## config.mk

```make
export PLATFORM = sky130hd
export DESIGN_NAME = multdiv_sequencer
export DESIGN_NICKNAME = d
export VERILOG_FILES = /design/src/rtl/multdiv_sequencer.sv
export SDC_FILE = /design/constraint.sdc
export NUM_CORES = 1
export LEC_CHECK = 0
export BUFFER_PORTS_ARGS = -buffer_cell sky130_fd_sc_hd__clkbuf_2
export CAP_MARGIN = 10
export CORE_MARGIN = 5
export CORE_UTILIZATION = 40
export CTS_CLUSTER_DIAMETER = 80
export DETAILED_ROUTE_END_ITERATION = 10
export PLACE_DENSITY_LB_ADDON = 0.05
export SLEW_MARGIN = 0
export SYNTH_ARGS = -nofsm -noshare
export SYNTH_HDL_FRONTEND = slang
export SYNTH_SLANG_ARGS = --single-unit
```

## constraint.sdc

```tcl
create_clock -name clock -period 18.7 [get_ports clock]
set_clock_uncertainty 0.1 [all_clocks]
set_input_delay 2.805 -clock clock [delete_from_list [all_inputs] [get_ports clock]]
set_output_delay 2.805 -clock clock [all_outputs]
set_load 0.05 [all_outputs]
```

## src/rtl/multdiv_sequencer.sv

```systemverilog
// Multi-cycle signed multiply/divide engine for the execute stage.
// Iterates on operand magnitudes (shift-add multiply, restoring divide),
// applies the sign on the final cycle, and reports overflow or divide-by-zero
// as an rstatus code written to r30.
module multdiv_sequencer #(
  parameter int WIDTH         = 32,
  parameter int ITER          = 32,
  parameter int MULT_EXC_CODE = 4,
  parameter int DIV_EXC_CODE  = 5
) (
  input  logic             clock,
  input  logic             reset,
  input  logic             start,
  input  logic             is_div,
  input  logic [WIDTH-1:0] operandA,
  input  logic [WIDTH-1:0] operandB,
  input  logic [4:0]       rd,
  output logic             stall,
  output logic             result_ready,
  output logic [WIDTH-1:0] result,
  output logic [4:0]       wb_reg,
  output logic             exception
);

  localparam int CW = (ITER > 1) ? $clog2(ITER) : 1;

  typedef enum logic [1:0] {
    S_IDLE,
    S_BUSY,
    S_DONE
  } state_t;

  state_t             state_q, state_d;
  logic [CW-1:0]      cnt_q, cnt_d;
  // Mult: {partial product, remaining multiplier}. Div: {remainder, dividend/quotient}.
  logic [2*WIDTH-1:0] acc_q, acc_d;
  // Mult: multiplicand magnitude. Div: divisor magnitude.
  logic [WIDTH-1:0]   opd_q, opd_d;
  logic               div_q, div_d;
  logic               neg_q, neg_d;
  logic               dz_q, dz_d;
  logic [4:0]         rd_q, rd_d;
  logic [WIDTH-1:0]   result_q, result_d;
  logic [4:0]         wb_q, wb_d;
  logic               exc_q, exc_d;
  logic               rdy_q, rdy_d;

  logic [WIDTH-1:0]   abs_a, abs_b;
  logic [WIDTH:0]     msum;
  logic [2*WIDTH-1:0] mstep;
  logic [2*WIDTH-1:0] dsh;
  logic [WIDTH:0]     dtrial;
  logic [2*WIDTH-1:0] dstep;
  logic [2*WIDTH-1:0] step;
  logic [2*WIDTH-1:0] prod;
  logic [WIDTH-1:0]   quot;
  logic               ovf;

  // One iteration of either algorithm plus the sign fix-up of its outcome.
  always_comb begin
    abs_a  = operandA[WIDTH-1] ? -operandA : operandA;
    abs_b  = operandB[WIDTH-1] ? -operandB : operandB;
    // Carry out of the partial-product add lands in the top bit after the shift.
    msum   = {1'b0, acc_q[2*WIDTH-1:WIDTH]} + (acc_q[0] ? {1'b0, opd_q} : '0);
    mstep  = {msum, acc_q[WIDTH-1:1]};
    dsh    = {acc_q[2*WIDTH-2:0], 1'b0};
    dtrial = {1'b0, dsh[2*WIDTH-1:WIDTH]} - {1'b0, opd_q};
    dstep  = dtrial[WIDTH] ? dsh : {dtrial[WIDTH-1:0], dsh[WIDTH-1:1], 1'b1};
    step   = div_q ? dstep : mstep;
    prod   = neg_q ? -step : step;
    quot   = neg_q ? -step[WIDTH-1:0] : step[WIDTH-1:0];
    ovf    = !(&prod[2*WIDTH-1:WIDTH-1]) && (|prod[2*WIDTH-1:WIDTH-1]);
  end

  // Next-state, datapath update and stall.
  always_comb begin
    state_d  = state_q;
    cnt_d    = cnt_q;
    acc_d    = acc_q;
    opd_d    = opd_q;
    div_d    = div_q;
    neg_d    = neg_q;
    dz_d     = dz_q;
    rd_d     = rd_q;
    result_d = result_q;
    wb_d     = wb_q;
    exc_d    = exc_q;
    rdy_d    = 1'b0;
    stall    = 1'b0;
    case (state_q)
      S_IDLE: begin
        if (start) begin
          stall   = 1'b1;
          state_d = S_BUSY;
          cnt_d   = CW'(ITER - 1);
          div_d   = is_div;
          rd_d    = rd;
          neg_d   = operandA[WIDTH-1] ^ operandB[WIDTH-1];
          dz_d    = (operandB == '0);
          opd_d   = is_div ? abs_b : abs_a;
          acc_d   = {{WIDTH{1'b0}}, (is_div ? abs_a : abs_b)};
        end
      end
      S_BUSY: begin
        stall = 1'b1;
        acc_d = step;
        cnt_d = cnt_q - 1'b1;
        if (cnt_q == '0) begin
          // Result is formed from this cycle's final iteration, not acc_q.
          state_d = S_DONE;
          cnt_d   = '0;
          rdy_d   = 1'b1;
          if (div_q) begin
            if (dz_q) begin
              result_d = WIDTH'(DIV_EXC_CODE);
              wb_d     = 5'd30;
              exc_d    = 1'b1;
            end else begin
              result_d = quot;
              wb_d     = rd_q;
              exc_d    = 1'b0;
            end
          end else begin
            if (ovf) begin
              result_d = WIDTH'(MULT_EXC_CODE);
              wb_d     = 5'd30;
              exc_d    = 1'b1;
            end else begin
              result_d = prod[WIDTH-1:0];
              wb_d     = rd_q;
              exc_d    = 1'b0;
            end
          end
        end
      end
      S_DONE: begin
        state_d = S_IDLE;
      end
      default: begin
        state_d = S_IDLE;
      end
    endcase
  end

  // State and datapath registers, cleared asynchronously by reset.
  always_ff @(posedge clock or posedge reset) begin
    if (reset) begin
      state_q  <= S_IDLE;
      cnt_q    <= '0;
      acc_q    <= '0;
      opd_q    <= '0;
      div_q    <= 1'b0;
      neg_q    <= 1'b0;
      dz_q     <= 1'b0;
      rd_q     <= '0;
      result_q <= '0;
      wb_q     <= '0;
      exc_q    <= 1'b0;
      rdy_q    <= 1'b0;
    end else begin
      state_q  <= state_d;
      cnt_q    <= cnt_d;
      acc_q    <= acc_d;
      opd_q    <= opd_d;
      div_q    <= div_d;
      neg_q    <= neg_d;
      dz_q     <= dz_d;
      rd_q     <= rd_d;
      result_q <= result_d;
      wb_q     <= wb_d;
      exc_q    <= exc_d;
      rdy_q    <= rdy_d;
    end
  end

  assign result_ready = rdy_q;
  assign result       = result_q;
  assign wb_reg       = wb_q;
  assign exception    = exc_q;

endmodule

```

==> results of run 1 <==
==> cells in the mapped netlist (42+ instances only) <==
master and number:
ha_1 68, xnor2_1 75, inv_1 66, clkbuf_1 85
nor3_1 55, dfrtp_1 150, o21ai_0 158, nand2_1 201
a211oi_1 42, nor2_1 188, and2_1 44, mux2i_1 42
a21oi_1 128, xor2_1 73
==> cell type report <==
| class | instances | area (um2) | share of cell area |
|---|---|---|---|
| clock buffer | 17 | 425.4 | 0.02547 |
| clock inverter | 15 | 177.7 | 0.01064 |
| inverter | 67 | 256.5 | 0.01536 |
| multi-input combinational | 1623 | 10710 | 0.6412 |
| sequential | 150 | 3759 | 0.2250 |
| tap | 511 | 639.4 | 0.03828 |
| timing repair buffer | 135 | 735.7 | 0.04405 |
==> critical path, cell delays in order (launching register included) <==
cell and delay [ns]:
dfrtp_1 0.44, ha_1 0.38, a211oi_1 0.39, o21ai_1 0.26, a22oi_1 0.52, nand2_1 0.09
o21ai_0 0.12, buf_4 0.20, ha_1 0.22, o211ai_1 0.15, or3_1 0.41, or3_1 0.40
nor4_1 0.67, nand2_1 0.23, or3_1 0.51, nor2_1 0.23, xnor2_1 0.08, or3_1 0.34
a2111oi_0 0.73, nand4_1 0.33, nand3_4 0.44, a41oi_1 0.18
==> worst min path at each step <==
stage / slack, ns / end / from
2_1_floorplan: 0.36 / opd_q[10] / opd_q[10]
3_3_place_gp: 0.38 / result[9] / result[9]
3_5_place_dp: 0.38 / result[27] / result[27]
4_1_cts: 0.40 / result[27] / result[27]
5_1_grt: 0.42 / rd_q[4] / rd_q[4]
6_report: 0.40 / result[27] / result[27]
==> through the flow <==
stage	setup WS (ns)	cells	instance area, um2
after global routing	10.59	2518	16700
after floorplan	11.76	1959	15220
final	11.11	2518	16700
after detailed placement	11.29	2486	16100
after global placement	11.14	2486	16100
after CTS	11.22	2518	16700
==> layer usage <==
layer | up-vias | wire length [um]
met5 | - | 0
met4 | 0 | 2473
met3 | 90 | 3014
met2 | 495 | 27020
met1 | 7450 | 26320
li1 | 7359 | -
==> logic make-up (layout without fill, tap and decap cells) <==
kind of cell	after synthesis	after routing	share of synthesized area
multiplexers	50	50	0.03354
adder cells (fa/ha/maj)	70	70	0.05852
flip-flops	150	150	0.2466
AO/OA/AOI/OAI	650	650	0.2968
AND/OR/NAND/NOR	705	705	0.2287
buffers and inverters	186	234	0.05071
XOR/XNOR	148	148	0.08516
==> flow_summary.yaml, run 1 <==
finish:
  final_common_cell: "nand2_1"
  finish.utilization: 0.4445
  fin_nets: 2137
  num_antenna_cells: 0
  num-fill-cells: 3828
  area_growth_pct: 9.724
  largest_register: "acc_q"
  drive_gt1_frac: 0.1116
  mostFrequentLayoutCells: "200 x nand2_1, 187 x nor2_1, 158 x o21ai_0"
  largest_reg_flops: 64
timing:
  setup_tns_ns: 0
  layout_min_cycle_time_ns: 7.593
  fmax_mhz: 131.7
  slew_headroom: 0.2017
  drv_slew: 0
  rsz0062_at_grt: "false"
  worstMarginPinSlew_ns: 1.196
  hold_viol_final: 0
  hold_slack_ns: 0.3968
  finalCritPeriodShare: 0.4061
  finalSetupViolCount: 0
synth:
  synth_nets: 2102
  synth_edf_count: 0
  yosysWarnings: 0
  synthDistinctLibCells: 100
  syn-cell-area_mm2: 0.01522
  synthTopCellsByArea: "dfrtp_1 25%, ha_1 5.6%, o21ai_0 5.2%, nand2_1 5.0%, nor2_1 4.6%"
  ys_ff_latch: 150
  synth_ff_type: "dfrtp_1"
  syn_inst: 1959
  synth_area_per_cell_um2: 7.770
  ys_async_sr_fraction: 1.000
  yosys.area.top_type: "dfrtp_1"
  synth_top_area_frac: 0.2466
  seq_area_frac_synth: 0.2466
clocking:
  cts_resized: 0
  post-cts-setup-buffers: 0
  cts_tree: "built"
  cts-root-buf: "clkbuf_16"
  numCtsBuffers: 17
  htree_levels: 4
  cts.sink_count: 150
  insertion_delay_ns: 0.47
  hold_buffers: 0
  cts_buffer_depth: 2
  clkTransAtPathRegs_ns: 0.08
grt:
  grt.busiest_layer: "met2"
  met1_usage: 0.3796
  grt_use_total: 0.2786
  grt_pass1_vias: 14771
  grt_overflow: 0
  antenna_found_initial: 0
  use_met2: 0.4483
  use_met3: 0.03688
  grt_max_degree: 78
  grt_pass1_wl_mm: 89.98
routing:
  vias: 15394
  firstDrtPassIters: 7
  wl_per_cell_um: 23.36
  drc: 0
  viasPerCell: 6.114
  drt-initial-drc-count: 1294
  routed_wirelength_mm: 58.83
  ant_nets: 0
placed_design:
  gp_congestion: 0.9677
  port_buffers: 112
  dpl.hpwl_mm: 45.42
worst_setup_path:
  cp-endpoint: "result[2]"
  worstReg2RegEnd: "result[2]"
  path_max_fanout: 37
  critPathLaunchType: "register"
  crit_start: "acc_q[60]"
  end_kind: "register"
  worstRegToRegCells: 21
  worstSetupPathType: "register to register"
  rrSetupSlack_ns: 11.11
  reg2reg_from: "acc_q[60]"
  required_ns: 18.91
  cp.arrival_ns: 7.80
floorplan:
  core_area_mm2: 0.03758
  start_util: 0.4051
  num_rows: 71
  ios: 113
  die_area_mm2: 0.04206
  chipHeight_um: 205.1
  die_w_um: 205.1
worst_hold_path:
  hold_depth: 1
  worstHoldPathType: "register to register"
outcome:
  status: "complete, no violations"
flow_run:
  maxCapViolCount: 0
Power of run 1 is not shown: default switching activity piles up to over one toggle a cycle in this logic, so the estimate is an artifact.
==> run 2, diff against run 1 <==
--- a/config.mk
+++ b/config.mk
@@ -5,6 +5,7 @@
 export SDC_FILE = /design/constraint.sdc
 export NUM_CORES = 1
 export LEC_CHECK = 0
+export ABC_AREA = 1
 export BUFFER_PORTS_ARGS = -buffer_cell sky130_fd_sc_hd__clkbuf_2
 export CAP_MARGIN = 10
 export CORE_MARGIN = 5
==> constraint.sdc (replaced) <==
create_clock -name clock -period 7.22 [get_ports clock]
set_clock_uncertainty 0.1 [all_clocks]
set_input_delay 1.083 -clock clock [delete_from_list [all_inputs] [get_ports clock]]
set_output_delay 1.083 -clock clock [all_outputs]
set_load 0.05 [all_outputs]
==> flow_summary.yaml, run 2 <==
synth:
  synth_area_per_cell_um2: 5.791
  synth_nets: 2989
  synthDistinctLibCells: 55
  syn-cell-area_mm2: 0.01648
  ys_ff_latch: 150
  synth_edf_count: 0
  yosysMostFrequentCell: "nand2_1"
  synth_top_area_frac: 0.2282
  syn_inst: 2846
  synthTopCellsByArea: "nand2_1 23%, dfrtp_1 23%, inv_1 11%, nand3_1 6.3%, nor2_1 6.2%"
  seq_area_frac_synth: 0.2278
  synth_ff_type: "dfrtp_1"
  yosysWarnings: 0
  ys_async_sr_fraction: 1.000
  yosys.area.top_type: "nand2_1"
  synth_commonest_cells: "1002 x nand2_1, 477 x inv_1, 273 x nor2_1"
clocking:
  cts_tree: "built"
  cts_buffer_depth: 2
  htree_levels: 4
  numCtsBuffers: 17
  insertion_delay_ns: 0.46
  cts.sink_count: 150
  cts_resized: 0
  hold_buffers: 0
  post-cts-setup-buffers: 0
  cts-root-buf: "clkbuf_16"
  clkTransAtPathRegs_ns: 0.08
floorplan:
  die_area_mm2: 0.04536
  chipHeight_um: 213.0
  core_area_mm2: 0.04083
  start_util: 0.4036
  num_rows: 74
  die_w_um: 213.0
  ios: 113
worst_setup_path:
  rrSetupSlack_ns: 0.99
  worstSetupPathType: "register to register"
  critPathMaxStageDelay_ns: 0.55
  cp.arrival_ns: 6.47
  worstRegToRegCells: 35
  slowest_stage: "dfrtp_1"
  path_depth: 35
  cp-endpoint: "wb_reg[3]"
  path_max_fanout: 34
  worstReg2RegEnd: "wb_reg[3]"
  required_ns: 7.47
  reg2reg_from: "opd_q[26]"
  critPathLaunchType: "register"
  end_kind: "register"
  critPathTopFamily: "simple AND/OR/NAND/NOR gates"
  path_buf_inv: 3
  crit_path_frequent_cell: "nand2_1"
  crit_start: "opd_q[26]"
finish:
  num_antenna_cells: 0
  mostFrequentLayoutCells: "1000 x nand2_1, 476 x inv_1, 271 x nor2_1"
  largest_reg_flops: 64
  area_growth_pct: 9.186
  final_common_cell: "nand2_1"
  drive_gt1_frac: 0.07871
  fin_nets: 3052
  largest_register: "acc_q"
timing:
  hold_viol_final: 0
  setup_tns_ns: 0
  slew_headroom: 0.3410
  finalSetupViolCount: 0
  layout_min_cycle_time_ns: 6.230
  rsz0062_at_grt: "false"
  worstMarginPinSlew_ns: 0.9886
  drv_slew: 0
  fmax_mhz: 160.5
  finalCritPeriodShare: 0.8628
placed_design:
  gp_congestion: 1.012
  port_buffers: 112
  dpl.hpwl_mm: 58.40
routing:
  wl_met3_mm: 3.582
  wl_per_cell_um: 20.72
  highest_layer: "met5"
  drc: 0
  drt-initial-drc-count: 1625
  routed_wirelength_mm: 71.58
  firstDrtPassIters: 6
  met2WireLength_mm: 35.35
  met1Wirelength_mm: 29.14
  viasPerCell: 5.324
  ant_nets: 0
  vias: 18390
outcome:
  status: "complete, no violations"
worst_hold_path:
  worstHoldPathType: "register to register"
  min-delay-start: "wb_reg[0]"
grt:
  grt_use_total: 0.3140
  grt_pass1_vias: 17953
  grt_pass1_wl_mm: 107.4
  grt_overflow: 0
  grt_max_degree: 103
  antenna_found_initial: 2
flow_run:
  maxCapViolCount: 0
==> run 2: changes by cell type after synthesis, sizes merged, moves of 38 or more <==
cell	delta
a211oi	-42
nand2	+815
xnor2	-65
and2	-43
nand3	+194
nor2	+97
mux2i	-38
inv	+412
==> run 2: how the worst min path moves through the flow <==
stage	end	cells after the start	slack, ns
after CTS	result[11]	2	0.39
after global placement	result[10]	2	0.36
after floorplan	rd_q[1]	2	0.35
after global routing	result[5]	2	0.40
final	wb_reg[0]	2	0.38
after detailed placement	result[6]	2	0.37
==> run 2: logic make-up (layout without fill, tap and decap cells) <==
kind of cell | after synthesis | after routing | synth area share
adders and majority gates | 70 | 70 | 0.05405
muxes | 4 | 4 | 0.002429
DFF | 150 | 150 | 0.2278
and+or+nand+nor | 1641 | 1641 | 0.4179
AOI/OAI and AO/OA | 327 | 327 | 0.1165
xor gates and xnor gates | 86 | 86 | 0.04570
buffers and inverters | 568 | 644 | 0.1356
==> run 2: layer usage <==
layer / GRT usage / vias to the layer above
met5: 0 / -
met4: 0.1360 / 2
met3: 0.03247 / 149
met2: 0.5561 / 604
met1: 0.3875 / 8592
li1: - / 9043
==> run 2: metrics by stage <==
stage	utilization	cells	setup WS, ns	cell area, um2	hold slack [ns]
2_1_floorplan	-	2846	2.001	16480	0.3481
3_3_place_gp	0.4269	3422	1.188	17430	0.3626
3_5_place_dp	0.4269	3422	1.158	17430	0.3665
4_1_cts	0.4407	3454	1.144	17990	0.3875
5_1_grt	0.4407	3454	0.3873	17990	0.4029
6_report	0.4407	3454	0.9904	17990	0.3842
==> run 2: worst reg2reg max path, delay by kind of cell, from the launching register on <==
family | cells | cell delay, ns
adders and majority gates | 2 | 0.57
DFF | 1 | 0.55
buffers and inverters | 3 | 0.23
and+or+nand+nor | 29 | 4.17
AOI/OAI and AO/OA | 1 | 0.50
==> run 2: area by class of cell <==
class / count / area (um2)
inverter: 483 / 1818
multi-input combinational: 2128 / 10500
fill: 4591 / 22840
clock inverter: 13 / 111.4
clock buffer: 19 / 452.9
sequential: 150 / 3756
tap: 532 / 665.6
timing repair buffer: 129 / 688.2
Power of run 2 is left out for the same reason.
